### config.mk
export PLATFORM = sky130hd
export DESIGN_NAME = spi_slave_responder
export DESIGN_NICKNAME = d
export VERILOG_FILES = /design/src/rtl/spi_slave_responder.sv
export SDC_FILE = /design/constraint.sdc
export NUM_CORES = 1
export LEC_CHECK = 0
export CAP_MARGIN = 25
export CORE_ASPECT_RATIO = 1.5
export CORE_MARGIN = 2
export CORE_UTILIZATION = 38
export CTS_CLUSTER_SIZE = 25
export DETAILED_ROUTE_END_ITERATION = 8
export GPL_TIMING_DRIVEN = 0
export MAX_ROUTING_LAYER = met4
export PLACE_DENSITY_LB_ADDON = 0.15
export SLEW_MARGIN = 0
export SYNTH_ARGS = -nofsm -noshare
export SYNTH_HDL_FRONTEND = slang
export SYNTH_SLANG_ARGS = --single-unit
### constraint.sdc
create_clock -name clk -period 1.7 [get_ports clk]
set_input_delay 0.255 -clock clk [delete_from_list [all_inputs] [get_ports clk]]
set_output_delay 0.255 -clock clk [all_outputs]
set_load 0.02 [all_outputs]
### src/rtl/spi_slave_responder.sv
// SPI mode-0 (CPOL=0, CPHA=0) MSB-first peripheral responder. SCLK/SS/MOSI are oversampled on clk;
// TX words come in through a single-entry hold register and RX words leave through a ready/valid port.
module spi_slave_responder #(
    parameter int unsigned       DATA_W    = 8,
    parameter logic [DATA_W-1:0] IDLE_FILL = {DATA_W{1'b1}}
) (
    input  logic              clk,
    input  logic              rst,
    input  logic              sclk,
    input  logic              ss,
    input  logic              mosi,
    output logic              miso,
    output logic              miso_oe,
    input  logic [DATA_W-1:0] tx_data,
    input  logic              tx_valid,
    output logic              tx_ready,
    output logic [DATA_W-1:0] rx_data,
    output logic              rx_valid,
    input  logic              rx_ready,
    output logic              busy,
    output logic              tx_underrun,
    output logic              rx_overrun
);

    localparam int unsigned      CNT_W    = $clog2(DATA_W + 1);
    localparam logic [CNT_W-1:0] CNT_ZERO = {CNT_W{1'b0}};
    localparam logic [CNT_W-1:0] CNT_ONE  = CNT_W'(1);
    localparam logic [CNT_W-1:0] CNT_LAST = CNT_W'(DATA_W - 1);
    localparam logic [CNT_W-1:0] CNT_FULL = CNT_W'(DATA_W);

    typedef enum logic [1:0] {
        ST_IDLE  = 2'd0,
        ST_LOAD  = 2'd1,
        ST_SHIFT = 2'd2
    } state_t;

    state_t            state_r;
    logic              sclk_q1_r, sclk_q2_r, sclk_hist_r;
    logic              ss_q1_r, ss_q2_r, ss_hist_r;
    logic              mosi_q1_r, mosi_q2_r;
    logic [DATA_W-1:0] hold_r;
    logic [DATA_W-1:0] tx_shift_r;
    logic [DATA_W-1:0] rx_shift_r;
    logic [CNT_W-1:0]  bit_cnt_r;
    logic              word_done_r;

    logic              sclk_rise_s, sclk_fall_s, ss_rise_s, ss_fall_s;
    logic              tx_write_s, rx_accept_s, do_load_s;
    logic [DATA_W-1:0] load_word_s;

    assign sclk_rise_s = sclk_q2_r & ~sclk_hist_r;
    assign sclk_fall_s = ~sclk_q2_r & sclk_hist_r;
    assign ss_rise_s   = ss_q2_r & ~ss_hist_r;
    assign ss_fall_s   = ~ss_q2_r & ss_hist_r;
    assign tx_write_s  = tx_valid & tx_ready;
    assign rx_accept_s = rx_valid & rx_ready;
    // An empty hold (tx_ready high) supplies the fill word; a same-cycle write lands in hold instead.
    assign load_word_s = tx_ready ? IDLE_FILL : hold_r;
    assign do_load_s   = ~ss_rise_s & ((state_r == ST_LOAD) |
                         ((state_r == ST_SHIFT) & sclk_fall_s & (bit_cnt_r == CNT_FULL)));

    // Two-stage synchronisers plus a history stage; clearing ss low keeps a reset from faking a select edge
    always_ff @(posedge clk) begin
        if (rst) begin
            sclk_q1_r   <= 1'b0;
            sclk_q2_r   <= 1'b0;
            sclk_hist_r <= 1'b0;
            ss_q1_r     <= 1'b0;
            ss_q2_r     <= 1'b0;
            ss_hist_r   <= 1'b0;
            mosi_q1_r   <= 1'b0;
            mosi_q2_r   <= 1'b0;
        end else begin
            sclk_q1_r   <= sclk;
            sclk_q2_r   <= sclk_q1_r;
            sclk_hist_r <= sclk_q2_r;
            ss_q1_r     <= ss;
            ss_q2_r     <= ss_q1_r;
            ss_hist_r   <= ss_q2_r;
            mosi_q1_r   <= mosi;
            mosi_q2_r   <= mosi_q1_r;
        end
    end

    // Frame FSM, TX hold, shift registers and the RX word port
    always_ff @(posedge clk) begin
        if (rst) begin
            state_r     <= ST_IDLE;
            miso        <= 1'b0;
            miso_oe     <= 1'b0;
            busy        <= 1'b0;
            tx_ready    <= 1'b1;
            hold_r      <= {DATA_W{1'b0}};
            tx_shift_r  <= {DATA_W{1'b0}};
            rx_shift_r  <= {DATA_W{1'b0}};
            bit_cnt_r   <= CNT_ZERO;
            word_done_r <= 1'b0;
            rx_data     <= {DATA_W{1'b0}};
            rx_valid    <= 1'b0;
            tx_underrun <= 1'b0;
            rx_overrun  <= 1'b0;
        end else begin
            tx_underrun <= 1'b0;
            rx_overrun  <= 1'b0;
            word_done_r <= 1'b0;

            if (tx_write_s) begin
                hold_r   <= tx_data;
                tx_ready <= 1'b0;
            end

            if (rx_accept_s) begin
                rx_valid <= 1'b0;
            end

            if (word_done_r) begin
                rx_data  <= rx_shift_r;
                rx_valid <= 1'b1;
                if (rx_valid && !rx_ready) begin
                    rx_overrun <= 1'b1;
                end
            end

            if (ss_rise_s) begin
                state_r   <= ST_IDLE;
                miso      <= 1'b0;
                miso_oe   <= 1'b0;
                busy      <= 1'b0;
                bit_cnt_r <= CNT_ZERO;
            end else begin
                case (state_r)
                    ST_IDLE: begin
                        miso_oe <= 1'b0;
                        busy    <= 1'b0;
                        if (ss_fall_s) begin
                            state_r <= ST_LOAD;
                        end
                    end
                    ST_LOAD: begin
                        bit_cnt_r <= CNT_ZERO;
                        state_r   <= ST_SHIFT;
                    end
                    ST_SHIFT: begin
                        if (sclk_rise_s) begin
                            rx_shift_r <= {rx_shift_r[DATA_W-2:0], mosi_q2_r};
                            bit_cnt_r  <= bit_cnt_r + CNT_ONE;
                            if (bit_cnt_r == CNT_LAST) begin
                                word_done_r <= 1'b1;
                            end
                        end else if (sclk_fall_s) begin
                            if (bit_cnt_r == CNT_FULL) begin
                                bit_cnt_r <= CNT_ZERO;
                            end else if (bit_cnt_r != CNT_ZERO) begin
                                miso       <= tx_shift_r[DATA_W-2];
                                tx_shift_r <= {tx_shift_r[DATA_W-2:0], 1'b0};
                            end
                        end
                    end
                    default: begin
                        state_r <= ST_IDLE;
                    end
                endcase

                if (do_load_s) begin
                    tx_shift_r <= load_word_s;
                    miso       <= load_word_s[DATA_W-1];
                    miso_oe    <= 1'b1;
                    busy       <= 1'b1;
                    if (tx_ready) begin
                        tx_underrun <= 1'b1;
                    end else begin
                        tx_ready <= 1'b1;
                    end
                end
            end
        end
    end

endmodule

==> results of run 1 <==
-- metrics by stage --
stage | utilization, % | hold WS [ns] | instance area [µm²]
3_5_place_dp | 46.0 | 0.431 | 2520
3_3_place_gp | 46.0 | 0.417 | 2520
5_1_grt | 48.3 | 0.150 | 2650
2_1_floorplan | - | 0.383 | 2170
4_1_cts | 47.8 | 0.162 | 2630
6_report | 48.3 | 0.161 | 2650
-- layout by cell type (no fill, tap or decap), drive strengths merged, types with 2 or more instances in the layout --
| master | n |
|---|---|
| o221ai | 5 |
| a21o | 2 |
| buf | 7 |
| clkbuf | 10 |
| o21ai | 2 |
| dfxtp | 52 |
| nor2 | 20 |
| nor2b | 8 |
| nand2 | 30 |
| nor3 | 4 |
| nand3 | 10 |
| nand2b | 3 |
| or2b | 2 |
| ha | 8 |
| and3b | 2 |
| inv | 15 |
| a21oi | 28 |
| clkdlybuf4s50 | 27 |
| mux2i | 12 |
-- how the worst max path moves through the flow --
stage | from | to | depth (start not counted)
2_1_floorplan | state_r[0] | tx_shift_r[6] | 7
3_3_place_gp | state_r[0] | tx_shift_r[6] | 7
3_5_place_dp | state_r[0] | tx_shift_r[6] | 7
4_1_cts | state_r[0] | tx_shift_r[6] | 7
5_1_grt | bit_cnt_r[0] | tx_shift_r[6] | 6
6_report | busy | miso_oe | 2
-- power by group through the flow --
| stage | sequential [µW] | clock (µW) | combinational (µW) |
|---|---|---|---|
| floorplan | 1290 | 0 | 93.6 |
| global placement | 1290 | 0 | 154 |
| detailed placement | 1290 | 0 | 156 |
| CTS | 1260 | 822 | 156 |
| global route | 1260 | 879 | 173 |
| finish | 1260 | 803 | 155 |
-- sequential cells by signal (all words and copies together), names as in the netlist, 2 cells and up --
| name | count |
|---|---|
| rx_shift_r | 8 |
| rx_data | 8 |
| hold_r | 8 |
| tx_shift_r | 7 |
| bit_cnt_r | 4 |
| state_r | 2 |
-- logic make-up (layout without fill, tap and decap cells) --
group | after synthesis | after routing
muxes | 12 | 12
DFF | 52 | 52
AOI/OAI and AO/OA | 46 | 46
adders and majority gates | 8 | 8
and+or+nand+nor | 86 | 86
buffers and inverters | 27 | 61
-- timing repair --
action                     CTS  global route
pin swaps                    1             2
cloned                       0             0
gates resized for setup      1             6
buffers inserted             0             1
setup endpoints to repair    1             8
-- worst register-to-register path, cell delays in order, from the launching register on --
cell     delay (ns)
dfxtp_4        0.37
inv_2          0.06
ha_2           0.17
buf_6          0.12
and2_4         0.18
and3b_4        0.24
o21ai_4        0.09
a32o_2         0.27
-- routing by layer --
| layer | GRT usage, % | vias up |
|---|---|---|
| met5 | - | - |
| met1 | 18.1 | 758 |
| met3 | 3.48 | 7 |
| met4 | 5.73 | 0 |
| li1 | - | 849 |
| met2 | 24.4 | 30 |
-- final cells by class --
type                       count  area (µm²)  area share, %
buffer                        11        72.6           2.73
tap                           70        87.6           3.30
clock inverter                 1        30.0           1.13
multi-input combinational    152        1010           38.1
clock buffer                   5        68.8           2.59
sequential                    52        1040           39.4
timing repair buffer          28         278           10.5
inverter                      16        60.1           2.26
==> results_dict.tcl, run 1 <==
set metrics [dict create \
    switching_power_uw 477 \
    synth-seq-area-share_pct 48.0 \
    yosysWarnings 0 \
    wl_um 4330 \
    post-route-period-util_pct 93.7 \
    finalWorstSetupSlack_ns 0.107 \
    relSlewSlack_pct 68.8 \
    combPwrFrac_pct 7.0 \
    netlist_instances 231 \
    synthAdderAreaFrac_pct 4.62 \
    met2WireLength_um 2140 \
    cts_buffers 5 \
    final_nets 289 \
    core-area_um2 5490 \
    post-route-min-period_ns 1.59 \
    area_growth_pct 22.5 \
    hold_path_depth 2 \
    max_freq_mhz 628 \
    start_util_pct 39.5 \
    start_kind "flop" \
    hold_class "in2reg" \
    yosys-top-cells-area "dfxtp_1, a21oi_1, mux2i_1" \
    clkLatencyLatePin_ns 0.30 \
    h-tree-depth 2 \
    place_congestion 0.823 \
    cts_hold_buf 0 \
    synth_seq_cells 52 \
    wl_per_cell_um 12.9 \
    synth_top_family_by_area "simple AND/OR/NAND/NOR gates" \
    place_ws_ns 0.00369 \
    intPower_uw 1740 \
    clock-sinks 52 \
    critPathCaptureType "primary output" \
    yosysMostFrequentCell "dfxtp_1" \
    row_count 33 \
    final.setup_skew_ns 0.00322 \
    p_clk_share_pct 36.2 \
    p_seq_share_pct 56.8 \
    finalSetupViolations 0 \
    synthXorXnorAreaFrac_pct 0 \
    yosysTopAreaCell "dfxtp_1" \
    rsz0062_at_grt "no" \
    hold_end "ss_hist_r" \
    ys_types 42 \
    worstMarginPinSlew_ns 0.468 \
    grt_overflow 0 \
    fin_cells 335 \
    grt_pass1_wl_um 7150 \
    drc_errors 0 \
    route.met3.wl_um 151 \
    drt_first_pass_iters 4 \
    synthSimpleGateAreaFrac_pct 19.6 \
    reg2reg_to "tx_shift_r[6]" \
    syn-cell-area_um2 2170 \
    r2r_slack_ns 0.11 \
    die_width_um 65.7 \
    synth-compound-area-share_pct 16.1 \
    fillers 546 \
    cts_tree "built" \
    io_buffers 27 \
    outcome "complete, no violations" \
    die-area_um2 6340 \
    hold_viol 0 \
    p_leak_uw 0.000949 \
    synth_commonest_cells "dfxtp_1, nand2_1, a21oi_1" \
    grt_pass1_vias 1532 \
    antenna_cells 0 \
    worstSetupPathType "reg2out" \
    top_layer_used "met4" \
    clockBufferDepth 2 \
    cp.buffers_inverters 2 \
    synth.top_cell.area_share_pct 48.0 \
    crit_family "buffers and inverters" \
    drive_gt1_share_pct 10.9 \
    track_usage_pct 15.0 \
    dr.first_iter.drc_count 69 \
    required_ns 1.44 \
    rr_startpoint "state_r[0]" \
    wl_met1_um 1960 \
    root_buffer "clkbuf_8" \
    cp.arrival_ns 1.34 \
    path_clk_slew_ns 0.09 \
    switching_share_pct 21.5 \
    slowest_stage "clkdlybuf4s50_1" \
    async_reset_ff_share_pct 0 \
    pwr_density_cell_nw_per_um2 836 \
    syn-num-nets 254 \
    placedCellCount 328 \
    synth-main-ff-cell "dfxtp_1" \
    vias 1644 \
    cp_cell_sequence "buf_4 > clkdlybuf4s50_1" \
    synth-edff-count 0 \
    synthMuxAreaShare_pct 5.54 \
    ir_drop_v 0.000654 \
    cp_max_fo 3 \
    grt_max_degree 15 \
    syn_avg_cell_area_um2 9.38 \
    antenna_found_initial 0 \
    dpl.hpwl_um 3140 \
    boundaryPins 30 \
    crit_path_max_incr_delay_ns 0.58 \
    slew_violations 0 \
    viasPerCell 4.91 \
    final.setup.tns_ns 0 \
    hp-start "rst" \
    rr_worst_depth 7 \
    die_height_um 96.5 \
    finalPower_uw 2220 \
    final_antenna_net_count 0 \
    cap_violations 0 \
]
Power figures use the tool's default switching activity.
==> run 2: changes to the inputs <==
--- a/config.mk
+++ b/config.mk
@@ -14,7 +14,6 @@
 export GPL_TIMING_DRIVEN = 0
 export MAX_ROUTING_LAYER = met4
 export PLACE_DENSITY_LB_ADDON = 0.15
-export SLEW_MARGIN = 0
 export SYNTH_ARGS = -nofsm -noshare
 export SYNTH_HDL_FRONTEND = slang
 export SYNTH_SLANG_ARGS = --single-unit
==> results of run 2 <==
Final layout, timing and power as in run 1 (identical DEF).
==> run 3: changes to the inputs <==
==> constraint.sdc (replaced) <==
create_clock -name clk -period 1.3 [get_ports clk]
set_input_delay 0.195 -clock clk [delete_from_list [all_inputs] [get_ports clk]]
set_output_delay 0.195 -clock clk [all_outputs]
set_load 0.02 [all_outputs]
==> results_dict.tcl, run 3 (synthesis results as in run 1) <==
set metrics [dict create \
    outcome "finished, violations left" \
    violations "setup timing" \
    p_leak_uw 0.00110 \
    final_nets 299 \
    required_ns 1.51 \
    rr_startpoint "state_r[0]" \
    placed_area_um2 2540 \
    met2WireLength_um 2190 \
    die_height_um 96.5 \
    max_freq_mhz 684 \
    wl_per_cell_um 12.8 \
    startpoint "state_r[0]" \
    finalWorstSetupSlack_ns -0.161 \
    r2r_slack_ns -0.16 \
    grt_max_degree 16 \
    switching_share_pct 23.6 \
    pwr_density_cell_nw_per_um2 971 \
    cp.arrival_ns 1.67 \
    root_buffer "clkbuf_8" \
    drc_errors 0 \
    viasPerCell 4.81 \
    route.met3.wl_um 132 \
    finalPower_uw 2780 \
    rr_worst_depth 6 \
    wl_um 4440 \
    track_usage_pct 16.1 \
    cts_tree "built" \
    holdWs_ns 0.0887 \
    antenna_found_initial 0 \
    post-route-min-period_ns 1.46 \
    place_ws_ns -0.240 \
    core-area_um2 5490 \
    critPathCaptureType "flop" \
    cp_max_fo 7 \
    die_width_um 65.7 \
    intPower_uw 2120 \
    cts_buffers 5 \
    antenna_cells 0 \
    grt_pass1_wl_um 7560 \
    drt_first_pass_iters 4 \
    die-area_um2 6340 \
    grt_overflow 0 \
    drive_gt1_share_pct 24.2 \
    worstMarginPinSlew_ns 0.462 \
    fillers 539 \
    reg2reg_to "tx_shift_r[6]" \
    finalSetupViolations 13 \
    start_util_pct 39.5 \
    hold_path_depth 2 \
    area_growth_pct 31.9 \
    rsz0062_at_grt "yes" \
    post-route-period-util_pct 112 \
    cts_hold_buf 0 \
    hold_viol 0 \
    cap_violations 0 \
    top_layer_used "met4" \
    hp-start "rst" \
    worstSetupPathType "reg2reg" \
    final.setup.tns_ns -1.27 \
    io_buffers 27 \
    p_clk_share_pct 32.5 \
    slew_violations 0 \
    ir_drop_v 0.000657 \
    clockBufferDepth 2 \
    switching_power_uw 654 \
    boundaryPins 30 \
    relSlewSlack_pct 69.2 \
    clkLatencyLatePin_ns 0.31 \
    final_cell_mix "dfxtp_1, nand2_1, a21oi_1, nor2_1, dlygate4sd2_1" \
    start_kind "flop" \
    reg_top3 "hold_r: 8 flops, rx_data: 8 flops, rx_shift_r: 8 flops" \
    final.setup_skew_ns 0.00496 \
    final_common_cell "dfxtp_1" \
    wl_met1_um 2030 \
    hold_class "in2reg" \
    h-tree-depth 2 \
    grt_pass1_vias 1573 \
    path_clk_slew_ns 0.09 \
    hold_end "state_r[0]" \
    dr.first_iter.drc_count 59 \
    fin_area_um2 2860 \
    p_seq_share_pct 59.4 \
    row_count 33 \
    combPwrFrac_pct 8.1 \
    clock-sinks 52 \
    vias 1669 \
    place_congestion 0.799 \
    final_antenna_net_count 0 \
    dpl.hpwl_um 3090 \
]
run 3: power by group through the flow:
| stage | clock [µW] | combinational [µW] | sequential [µW] |
|---|---|---|---|
| final | 902 | 225 | 1650 |
| after global placement | 0 | 203 | 1690 |
| after detailed placement | 0 | 205 | 1690 |
| after floorplan | 0 | 123 | 1690 |
| after global routing | 991 | 251 | 1650 |
| after CTS | 940 | 217 | 1650 |
run 3: critical path: stages (launching register included):
cell     delay, ns
dfxtp_4       0.37
inv_4         0.07
ha_4          0.17
and2_4        0.19
and3b_4       0.23
o21ai_4       0.09
a32o_2        0.24
run 3: metal layers:
| layer | GRT usage (%) | vias to the layer above |
|---|---|---|
| met1 | 19.4 | 767 |
| met5 | - | - |
| li1 | - | 874 |
| met2 | 26.2 | 22 |
| met3 | 3.24 | 6 |
| met4 | 6.77 | 0 |
run 3: what timing repair did:
action,4_1_cts,5_1_grt
setup buffers,8,4
endpoints found under the hold margin,0,0
pin swaps,23,11
resized for setup,37,26
endpoints found under the setup margin,39,27
run 3: worst max path at each step:
stage                               end  slack (ns)  depth (start not counted)
after CTS                 tx_shift_r[6]       -0.15                          6
after floorplan           tx_shift_r[6]       -0.12                          7
after detailed placement  tx_shift_r[5]       -0.24                          6
after global routing      tx_shift_r[6]       -0.21                          6
after global placement    tx_shift_r[5]       -0.24                          6
final                     tx_shift_r[6]       -0.16                          6
run 3: area by class of cell:
type                            count  area [µm²]  share of cell area [%]
Buffer                             10        67.6                    2.36
Tap cell                           70        87.6                    3.06
Clock buffer                        7        76.3                    2.67
Timing Repair Buffer               39         358                    12.5
Multi-Input combinational cell    152        1140                    40.0
Inverter                           16        65.1                    2.28
Sequential cell                    52        1050                    36.8
Clock inverter                      1        8.76                   0.306
run 3: through the flow:
step           util (%)  instances
2_1_floorplan         -        231
3_3_place_gp       46.3        328
3_5_place_dp       46.3        328
4_1_cts            49.9        343
5_1_grt            52.1        347
6_report           52.1        347
